`config.mk`:
```
export PLATFORM = sky130hd
export DESIGN_NAME = aes_round_ctrl
export DESIGN_NICKNAME = d
export VERILOG_FILES = /design/src/rtl/aes_round_ctrl.sv
export SDC_FILE = /design/constraint.sdc
export NUM_CORES = 1
export LEC_CHECK = 0
export BUFFER_PORTS_ARGS = -buffer_cell sky130_fd_sc_hd__buf_2
export CORE_AREA = 8 8 247 249
export CTS_BUF_LIST = sky130_fd_sc_hd__clkbuf_4 sky130_fd_sc_hd__clkbuf_8
export CTS_CLUSTER_SIZE = 28
export DETAILED_ROUTE_END_ITERATION = 8
export DIE_AREA = 0 0 255 257
export GPL_ROUTABILITY_DRIVEN = 0
export GPL_TIMING_DRIVEN = 0
export SLEW_MARGIN = 20
export SYNTH_ARGS = -nofsm -noshare
export SYNTH_HDL_FRONTEND = slang
export SYNTH_SLANG_ARGS = --single-unit
```
`constraint.sdc`:
```
create_clock -name i_clk -period 12.85 [get_ports i_clk]
set_input_delay 1.285 -clock i_clk [delete_from_list [all_inputs] [get_ports i_clk]]
set_output_delay 1.285 -clock i_clk [all_outputs]
set_load 0.02 [all_outputs]
```
`src/rtl/aes_round_ctrl.sv`:
```
// Iterative AES encryption round sequencer.
// Holds the cipher state, performs every AddRoundKey XOR locally, steps the
// round-key index through the external key store, and launches one round per
// trip through ISSUE on an external SubBytes/ShiftRows/MixColumns datapath
// whose latency is DP_LAT cycles (0 = combinational).
module aes_round_ctrl #(
    parameter int NR     = 10,
    parameter int DP_LAT = 0
) (
    input  logic         i_clk,
    input  logic         i_rst,
    input  logic         i_valid,
    output logic         o_ready,
    input  logic [127:0] i_block,
    output logic [3:0]   o_rk_idx,
    input  logic [127:0] i_rk,
    output logic         o_dp_start,
    output logic [127:0] o_dp_state,
    output logic         o_dp_final,
    input  logic [127:0] i_dp_result,
    output logic         o_valid,
    input  logic         i_ready,
    output logic [127:0] o_block,
    output logic         o_busy,
    output logic [3:0]   o_round
);

    typedef enum logic [1:0] {
        ST_IDLE  = 2'd0,
        ST_ISSUE = 2'd1,
        ST_WAIT  = 2'd2,
        ST_OUT   = 2'd3
    } state_t;

    localparam logic [3:0] NR_C     = 4'(NR);
    // Latency counter value in the cycle the datapath result is valid.
    localparam logic [1:0] LAT_LAST = (DP_LAT > 0) ? 2'(DP_LAT - 1) : 2'd0;

    state_t         state_q, state_d;
    logic [127:0]   st_q, st_d;
    logic [3:0]     rnd_q, rnd_d;
    logic [1:0]     lat_q, lat_d;

    logic [3:0]     rk_idx_s;
    logic           dp_start_s;
    logic           dp_final_s;
    logic [127:0]   cap_st_s;
    logic           last_s;

    // Round result with its key mixed in, and whether this is the last round.
    always_comb begin
        cap_st_s = i_dp_result ^ i_rk;
        last_s   = (rnd_q == NR_C);
    end

    // Next-state, datapath-control and key-index decode.
    always_comb begin
        state_d    = state_q;
        st_d       = st_q;
        rnd_d      = rnd_q;
        lat_d      = lat_q;
        rk_idx_s   = 4'd0;
        dp_start_s = 1'b0;
        dp_final_s = 1'b0;

        case (state_q)
            ST_IDLE: begin
                rk_idx_s = 4'd0;
                if (i_valid) begin
                    // Initial whitening with round key 0.
                    st_d    = i_block ^ i_rk;
                    rnd_d   = 4'd1;
                    lat_d   = 2'd0;
                    state_d = ST_ISSUE;
                end else begin
                    state_d = ST_IDLE;
                end
            end

            ST_ISSUE: begin
                dp_start_s = 1'b1;
                rk_idx_s   = rnd_q;
                dp_final_s = last_s;
                lat_d      = 2'd0;
                if (DP_LAT == 0) begin
                    // Combinational datapath: result is ready this cycle.
                    st_d = cap_st_s;
                    if (last_s) begin
                        state_d = ST_OUT;
                    end else begin
                        rnd_d   = rnd_q + 4'd1;
                        state_d = ST_ISSUE;
                    end
                end else begin
                    state_d = ST_WAIT;
                end
            end

            ST_WAIT: begin
                rk_idx_s   = rnd_q;
                dp_final_s = last_s;
                if (lat_q == LAT_LAST) begin
                    st_d = cap_st_s;
                    if (last_s) begin
                        state_d = ST_OUT;
                    end else begin
                        rnd_d   = rnd_q + 4'd1;
                        state_d = ST_ISSUE;
                    end
                end else begin
                    lat_d   = lat_q + 2'd1;
                    state_d = ST_WAIT;
                end
            end

            ST_OUT: begin
                rk_idx_s = NR_C;
                if (i_ready) begin
                    state_d = ST_IDLE;
                end else begin
                    state_d = ST_OUT;
                end
            end

            default: begin
                state_d = ST_IDLE;
            end
        endcase
    end

    // State, cipher-state, round and latency registers.
    always_ff @(posedge i_clk or posedge i_rst) begin
        if (i_rst) begin
            state_q <= ST_IDLE;
            st_q    <= 128'd0;
            rnd_q   <= 4'd0;
            lat_q   <= 2'd0;
        end else begin
            state_q <= state_d;
            st_q    <= st_d;
            rnd_q   <= rnd_d;
            lat_q   <= lat_d;
        end
    end

    assign o_ready    = (state_q == ST_IDLE) & ~i_rst;
    assign o_rk_idx   = rk_idx_s;
    assign o_dp_start = dp_start_s;
    assign o_dp_final = dp_final_s;
    assign o_dp_state = st_q;
    assign o_valid    = (state_q == ST_OUT);
    assign o_block    = st_q;
    assign o_busy     = (state_q != ST_IDLE);
    assign o_round    = rnd_q;

endmodule
```
== After elaboration in Yosys (flattened, before gate mapping) ==
Index checks and enable logic that the tools add are counted.
Word-level totals
  bits in registers: 136
  output and inout port bits: 269
  bits of input ports: 388
Operators by class
  reductions and logical operators: 7
  bitwise gates (word level): 4
  equal/unequal tests: 7
  multiplexer cells: 18
  add/subtract/negate cells: 2
Operators with widths (count)
  case mux 128 bit (3 select lines): 1
  2-to-1 mux 128 bit: 2
  bitwise XOR 128 bit: 2
  case mux 4 bit (3 select lines): 2
  2-to-1 mux 4 bit: 3
  2-to-1 mux 2 bit: 5
  case mux 2 bit (4 select lines): 1
  inequality test 2 bit (second input constant): 3
  case mux 2 bit (3 select lines): 1
  AND reduction 3 bit: 2
  adder 4 x 1 -> 4 bit (second input constant): 1
  == test 2 bit (second input constant): 2
  == test 4 bit (second input constant): 1
  logical NOT 2 bit: 2
  2-to-1 mux 1 bit: 3
  nonzero test 3 bit: 1
  adder 2 x 1 -> 2 bit (second input constant): 1
  == test 2 x 1 -> 1 bit (second input constant): 1
  nonzero test 2 bit: 1
  OR reduction 2 bit: 1
  AND 1 bit: 1
  NOT 1 bit: 1

== Longest topological paths before layout ==
Gate-level depths: netlist (run 1).
  depth after elaboration: 4
  depth in mapped cells: 8

== Worst setup path before layout (run 1) ==
Ideal clock, no wire load.
  path type: register -> output
  from: register state_q[0]
  to: output port o_rk_idx[0]
  buffers on the path: 3
  data arrival time: 1796 ps
  setup slack: 9769 ps
  stages on the path, launching flop included: 7
  cells stage by stage: dfrtp_1 inv_1 ha_1 buf_6 buf_6 clkbuf_1 nor3b_1
On the way
  word-level cells in the longest chain between the ends: 3
  elaborated cells on any way between the ends: 6
  those cells by class: eq/ne: 3; mux: 1; reduce/logical: 2
RTL lines
  from (decl): RTL line 39  | state_t state_q, state_d;
  from (signal assigned): RTL line 139  | state_q <= state_d;
  == test 2 bit / == test 2 x 1 -> 1 bit (equally long branches): RTL line 66  | case (state_q)
  OR reduction 2 bit (no source line)
  case mux 4 bit (3 select lines) (*): RTL line 66
  to (decl): RTL line 15  | output logic [3:0] o_rk_idx,
Every way passes the cells marked *; elsewhere a longest branch is shown, timed or not.

== Worst setup path after layout (run 1) ==
Ends and elaborated chain as after synthesis.

==> flow_summary_export.csv, run 1 <==
group,metric,value,unit
hold_path,holdPathStages,1,
timing,worst_hold_slack,519,ps
cts,cts_tree,"built",
logic_synthesis,ys_types,36,
cts,cts_num_sinks,136,
logic_synthesis,synth_top_area_share,36.5,%
drt,drt_first_pass_iters,4,
cts,cts-buffers-inserted,17,
power,ir_worst_vdd,0.114,mV
power,powerDensity,257,mW/mm^2
timing,tightest_slew,517,ps
logic_synthesis,avgSynthCellArea,12.7,sq um
drt,post-route-drc-count,0,
worst_setup_path,required,11560,ps
timing,drv_slew,0,
finish,drive_gt1_share,68.3,%
worst_setup_path,slowest_stage,"dfrtp_1",
logic_synthesis,synth_edf_count,0,
placed_design,numPortBuffers,656,
worst_setup_path,crit_chain,"inv_1 -> ha_1 -> buf_6 -> buf_6 -> clkbuf_1 -> nor3b_1 -> buf_2",
drt,ant_nets,0,
floorplanning,die_h,257,microns
worst_setup_path,crit_type,"reg -> out",
worst_setup_path,crit_fanout,10,
worst_setup_path,path_buf_inv,5,
cts,cts.clk_slew.worst_paths,90,ps
finish,finalNetCount,1806,
worst_setup_path,reg2reg_setup_slack,10470,ps
floorplanning,initial_utilization,16.3,%
logic_synthesis,ys_top_cells_by_count,"136 x dfrtp_1, 130 x buf_4, 128 x mux2i_1, 128 x xnor2_1, 90 x mux2_4",
job,drv_cap,0,
hold_path,hp-class,"reg -> reg",
power,total_power,3.59,mW
timing,relSlewSlack,65.5,%
drt,via_count,7850,
floorplanning,top_level_ports,657,
worst_setup_path,end_kind,"primary output",
finish,regArea,0.00340,sq mm
logic_synthesis,synth_cells,733,
finish,syn_to_final_growth,50.2,%
global_route,grt_max_degree,71,
global_route,grt_pass1_wl,52.2,mm
floorplanning,core,0.0570,sq mm
worst_setup_path,cp_common_cell,"buf_6",
timing,hold_violations,0,
worst_setup_path,crit_family,"buffers and inverters",
worst_setup_path,critPathArrivalTime,2470,ps
hold_path,hold_start,"lat_q[0]$_DFFE_PP0P_",
global_route,grt_pass1_vias,9028,
timing,clock.fmax,266,MHz
worst_setup_path,r2r_start,"state_q[0]$_DFF_PP0_",
logic_synthesis,synth_seq_cells,136,
global_route,grt.overflow.total,0,
finish,antenna_cells_inserted,0,
outcome,status,"complete, no violations",
cts,htree_levels,4,
power,cellLeakagePower,7.26,nW
worst_setup_path,worstSetupStartpointType,"flop",
global_route,antenna_found_initial,0,
floorplanning,die-area,0.0655,sq mm
cts,cts.root.buffer_cell,"clkbuf_8",
floorplanning,die_w,255,microns
placed_design,hpwlAfterDp,30.4,mm
worst_setup_path,reg2regPathDepth,8,
drt,drt_iter0_drc,277,
timing,layout_min_cycle_time,3750,ps
worst_setup_path,crit_cells,7,
drt,wl_per_cell,16.4,microns
hold_path,min_to,"lat_q[0]$_DFFE_PP0P_",
logic_synthesis,ys_seq_area_share,36.5,%
timing,grt_setup_unrepaired,"false",
drt,totalWireLength,35.8,mm
worst_setup_path,r2r-end,"o_block[69]$_DFFE_PP0P_",
cts,clockBufferDepth,2,
finish,multi_input_area,0.00455,sq mm
finish,instances_no_fill,2187,
timing,setup_viol,0,
cts,insertion_delay,510,ps
timing,period_share,29.2,%
logic_synthesis,synth_ff_type,"dfrtp_1",
timing,skew,15.4,ps
timing,setup_tns,0,ps
floorplanning,num_rows,88,
logic_synthesis,async_reset_ff_share,100,%
cts,cts-resized-gates,0,
cts,cts_setup_buffers,0,
worst_setup_path,crit_path_max_incr_delay,410,ps
cts,holdBufCountCts,0,
logic_synthesis,syn_nets,1130,
logic_synthesis,yosysMostFrequentCell,"dfrtp_1",
logic_synthesis,ys_warn_count,0,
drt,via_per_inst,3.59,
placed_design,dp_cells,2155,
global_route,grt_usage,10.5,%
logic_synthesis,yosys.area.top_type,"dfrtp_1",
finish,fill_cells,6129,
logic_synthesis,synthTopCellsByArea,"dfrtp_1 37%, mux2_4 15%, mux2i_1 14%, xnor2_1 12%, buf_4 10%",
logic_synthesis,syn_area,0.00931,sq mm
power by group:
group          leakage (nW)  total [mW]  internal (mW)  switching, mW
sequential             1.60       0.858          0.643          0.215
clock                 0.200       0.372          0.183          0.189
combinational          5.47        2.36           1.14           1.22
total                  7.26        3.59           1.97           1.63
stage by stage:
step	instance area (sq um)	utilization (%)	setup slack, ps
after floorplan	9310	-	7930
after global placement	13600	23.8	6180
after detailed placement	13600	23.8	9640
after CTS	14000	24.5	8970
after global routing	14000	24.5	8890
final	14000	24.5	9100
worst max-delay path by stage:
stage / end / from / slack (ps)
2_1_floorplan: lat_q[0]$_DFFE_PP0P_ / i_rst / 7930
3_3_place_gp: o_block[69]$_DFFE_PP0P_ / i_rst / 6180
3_5_place_dp: o_rk_idx[0] / state_q[0]$_DFF_PP0_ / 9640
4_1_cts: o_rk_idx[0] / state_q[0]$_DFF_PP0_ / 8970
5_1_grt: o_rk_idx[0] / state_q[0]$_DFF_PP0_ / 8890
6_report: o_rk_idx[0] / state_q[0]$_DFF_PP0_ / 9100
cells in the final DEF, fill, tap and decap left out, types with 2 or more instances in the layout:
cell / n
clkinvlp_4: 2
mux2i_1: 128
buf_2: 657
clkinv_4: 4
xnor2_1: 128
mux2_1: 10
clkinv_2: 3
nor2_1: 4
dfrtp_1: 136
buf_4: 130
mux2_4: 90
ha_1: 9
clkbuf_8: 18
buf_6: 15
nand3_1: 3
a21oi_1: 4
inv_1: 10
nand2_1: 2
mux2_2: 30
buf_8: 11
nor3b_1: 2
bufinv_16: 2
clkbuf_4: 3
worst reg2reg max path: stages, from the launching register on:
cell,delay [ps]
dfrtp_1,410
inv_1,100
ha_1,310
buf_6,130
buf_8,230
buf_8,290
mux2i_1,420
xnor2_1,120
mux2_4,260
logic make-up (layout without fill, tap and decap cells):
logic type	after synthesis	count (layout)	share of synthesized area, %
adders and majority gates	9	9	1.21
and+or+nand+nor	20	20	1.46
AOI/OAI and AO/OA	13	13	1.02
buffers and inverters	169	858	14.6
DFF	136	136	36.5
muxes	258	258	33.1
xor gates and xnor gates	128	128	12.0
sequential cells by signal, summed over array words and instances (netlist names):
signal and flops:
o_block 128, o_round 4, lat_q 2, state_q 2
routing by layer:
layer,global-route usage (%),share of wire (%),vias to the layer above
li1,-,-,3710
met1,11.2,38,3699
met2,18.7,51,395
met3,3.52,8.3,46
met4,4.11,2.8,0
met5,0,0,-
area by class of cell:
type	instances	share of cell area (%)
Buffer	158	9.43
Clock buffer	21	1.93
Clock inverter	11	0.895
Inverter	11	0.349
Multi-Input combinational cell	428	32.5
Sequential cell	136	24.3
Tap cell	765	6.85
Timing Repair Buffer	657	23.7
No activity file was read; power rests on OpenSTA's default activity.
==> run 2, diff against run 1 <==
--- a/config.mk
+++ b/config.mk
@@ -6,11 +6,11 @@
 export NUM_CORES = 1
 export LEC_CHECK = 0
 export BUFFER_PORTS_ARGS = -buffer_cell sky130_fd_sc_hd__buf_2
-export CORE_AREA = 8 8 247 249
+export CORE_AREA = 8 8 250 252
 export CTS_BUF_LIST = sky130_fd_sc_hd__clkbuf_4 sky130_fd_sc_hd__clkbuf_8
 export CTS_CLUSTER_SIZE = 28
 export DETAILED_ROUTE_END_ITERATION = 8
-export DIE_AREA = 0 0 255 257
+export DIE_AREA = 0 0 258 260
 export GPL_ROUTABILITY_DRIVEN = 0
 export GPL_TIMING_DRIVEN = 0
 export SLEW_MARGIN = 20
==> constraint.sdc (replaced) <==
create_clock -name i_clk -period 3.3 [get_ports i_clk]
set_input_delay 0.33 -clock i_clk [delete_from_list [all_inputs] [get_ports i_clk]]
set_output_delay 0.33 -clock i_clk [all_outputs]
set_load 0.02 [all_outputs]
==> flow_summary_export.csv, run 2 (synthesis results as in run 1) <==
group,metric,value,unit
outcome,status,"complete, no violations",
drt,totalWireLength,36.8,mm
power,swShare,45.2,%
power,intPower,7.76,mW
timing,clock.fmax,362,MHz
drt,wl_per_cell,16.7,microns
global_route,grtUsageMet2,18.6,%
worst_setup_path,path_buf_inv,5,
global_route,grt.overflow.total,0,
worst_setup_path,slowest_stage,"dfrtp_1",
finish,instances_no_fill,2203,
worst_setup_path,crit_type,"reg -> out",
drt,post-route-drc-count,0,
power,cellLeakagePower,7.30,nW
placed_design,dp_cells,2166,
finish,largest_reg_flops,128,
placed_design,numPortBuffers,656,
drt,drt_iter0_drc,196,
power,powerDensity,1000,mW/mm^2
cts,clockBufferDepth,2,
timing,grt_setup_unrepaired,"false",
worst_setup_path,critPathArrivalTime,2440,ps
power,total_power,14.2,mW
finish,finalNetCount,1811,
floorplanning,num_rows,89,
worst_setup_path,crit_fanout,10,
power,ir_worst_vdd,0.463,mV
job,drv_cap,0,
power,power_frac_clock,11.1,%
finish,final_common_cell,"buf_2",
finish,syn_to_final_growth,51.5,%
worst_setup_path,crit_path_max_incr_delay,410,ps
floorplanning,initial_utilization,15.9,%
timing,setup_viol,0,
timing,period_share,83.8,%
worst_setup_path,end_kind,"primary output",
timing,relSlewSlack,65.1,%
floorplanning,die_w,258,microns
placed_design,hpwlAfterDp,31.3,mm
cts,cts_tree,"built",
cts,cts_num_sinks,136,
global_route,grt_usage,10.4,%
power,power.switching,6.41,mW
hold_path,hp-class,"in -> reg",
drt,via_count,7899,
global_route,grt.met3_usage,3.91,%
finish,most-common-layout-cells,"657 x buf_2, 136 x dfrtp_1, 130 x buf_4",
worst_setup_path,required,2970,ps
global_route,grt_pass1_wl,53.4,mm
timing,setup_tns,0,ps
worst_setup_path,cp_common_cell,"buf_6",
cts,cts.clk_slew.worst_paths,90,ps
global_route,met1_usage,10.7,%
timing,drv_slew,0,
timing,hold_violations,0,
floorplanning,die-area,0.0671,sq mm
floorplanning,top_level_ports,657,
global_route,grt_max_degree,35,
global_route,antenna_found_initial,4,
cts,insertion_delay,530,ps
power,p_comb_share,65.2,%
global_route,grt.busiest_layer,"met2",
power,seqPwrFrac,23.8,%
worst_setup_path,worstSetupStartpointType,"flop",
drt,ant_nets,0,
timing,skew,19.9,ps
finish,drive_gt1_share,68.3,%
floorplanning,core,0.0585,sq mm
cts,cts-buffers-inserted,17,
worst_setup_path,crit_chain,"inv_1 -> ha_1 -> buf_6 -> buf_6 -> clkbuf_1 -> nor3b_1 -> buf_2",
drt,drt_first_pass_iters,4,
global_route,grt_pass1_vias,9119,
worst_setup_path,crit_family,"buffers and inverters",
cts,htree_levels,4,
timing,tightest_slew,523,ps
timing,layout_min_cycle_time,2770,ps
drt,via_per_inst,3.59,
floorplanning,die_h,260,microns
cts,cts.root.buffer_cell,"clkbuf_8",
[run 2: routing by layer]
layer | vias to the layer above | part of all wire (%)
li1 | 3748 | -
met1 | 3700 | 38
met2 | 411 | 51
met3 | 40 | 7.8
met4 | 0 | 3.2
met5 | - | 0
[run 2: path summary, 6_finish.rpt]
check	start	end	slack, ps	cells past startpoint
max	state_q[0]$_DFF_PP0_	o_rk_idx[2]	530	7
min in group asynchronous	i_rst	o_block[121]$_DFFE_PP0P_	300	3
min reg2reg	lat_q[1]$_DFFE_PP0P_	lat_q[1]$_DFFE_PP0P_	510	1
min	i_rk[125]	o_block[125]$_DFFE_PP0P_	140	3
max reg2reg	state_q[0]$_DFF_PP0_	o_block[64]$_DFFE_PP0P_	1010	8
max in group asynchronous	i_rst	o_block[89]$_DFFE_PP0P_	2260	5
[run 2: worst min-delay path: cells and delay by family]
kind	cells	cell delay, ps
buf+inv	1	80
mux	1	120
xor+xnor	1	100
[run 2: per-stage QoR]
stage | setup slack (ps) | instance area (sq um) | utilization (%) | hold WS (ps)
global route | 328 | 14100 | 24.1 | 70.2
global placement | 316 | 13600 | 23.2 | 477
floorplan | 1170 | 9320 | - | 451
detailed placement | 927 | 13600 | 23.3 | 310
CTS | 428 | 14100 | 24.1 | 38.5
finish | 534 | 14100 | 24.1 | 141
[run 2: layout make-up]
cell class	count	area [sq um]
Fill cell	6274	44400
Tap cell	773	967
Timing Repair Buffer	662	3380
Sequential cell	136	3400
Inverter	11	45.0
Buffer	158	1320
Antenna cell	3	7.51
Clock buffer	20	269
Clock inverter	12	165
Multi-Input combinational cell	428	4550
[run 2: timing repair]
item,4_1_cts,5_1_grt
buffers inserted,0,0
hold buffers,2,0
resized for setup,0,0
setup endpoints to repair,0,0
endpoints found under the hold margin,69,0
[run 2: power groups by stage]
| stage | combinational [mW] | sequential (mW) | clock, mW |
|---|---|---|---|
| 4_1_cts | 9.39 | 3.39 | 1.69 |
| 2_1_floorplan | 5.56 | 4.14 | 0 |
| 3_3_place_gp | 9.30 | 3.38 | 0 |
| 3_5_place_dp | 9.37 | 3.40 | 0 |
| 6_report | 9.23 | 3.36 | 1.57 |
| 5_1_grt | 9.79 | 3.50 | 1.74 |
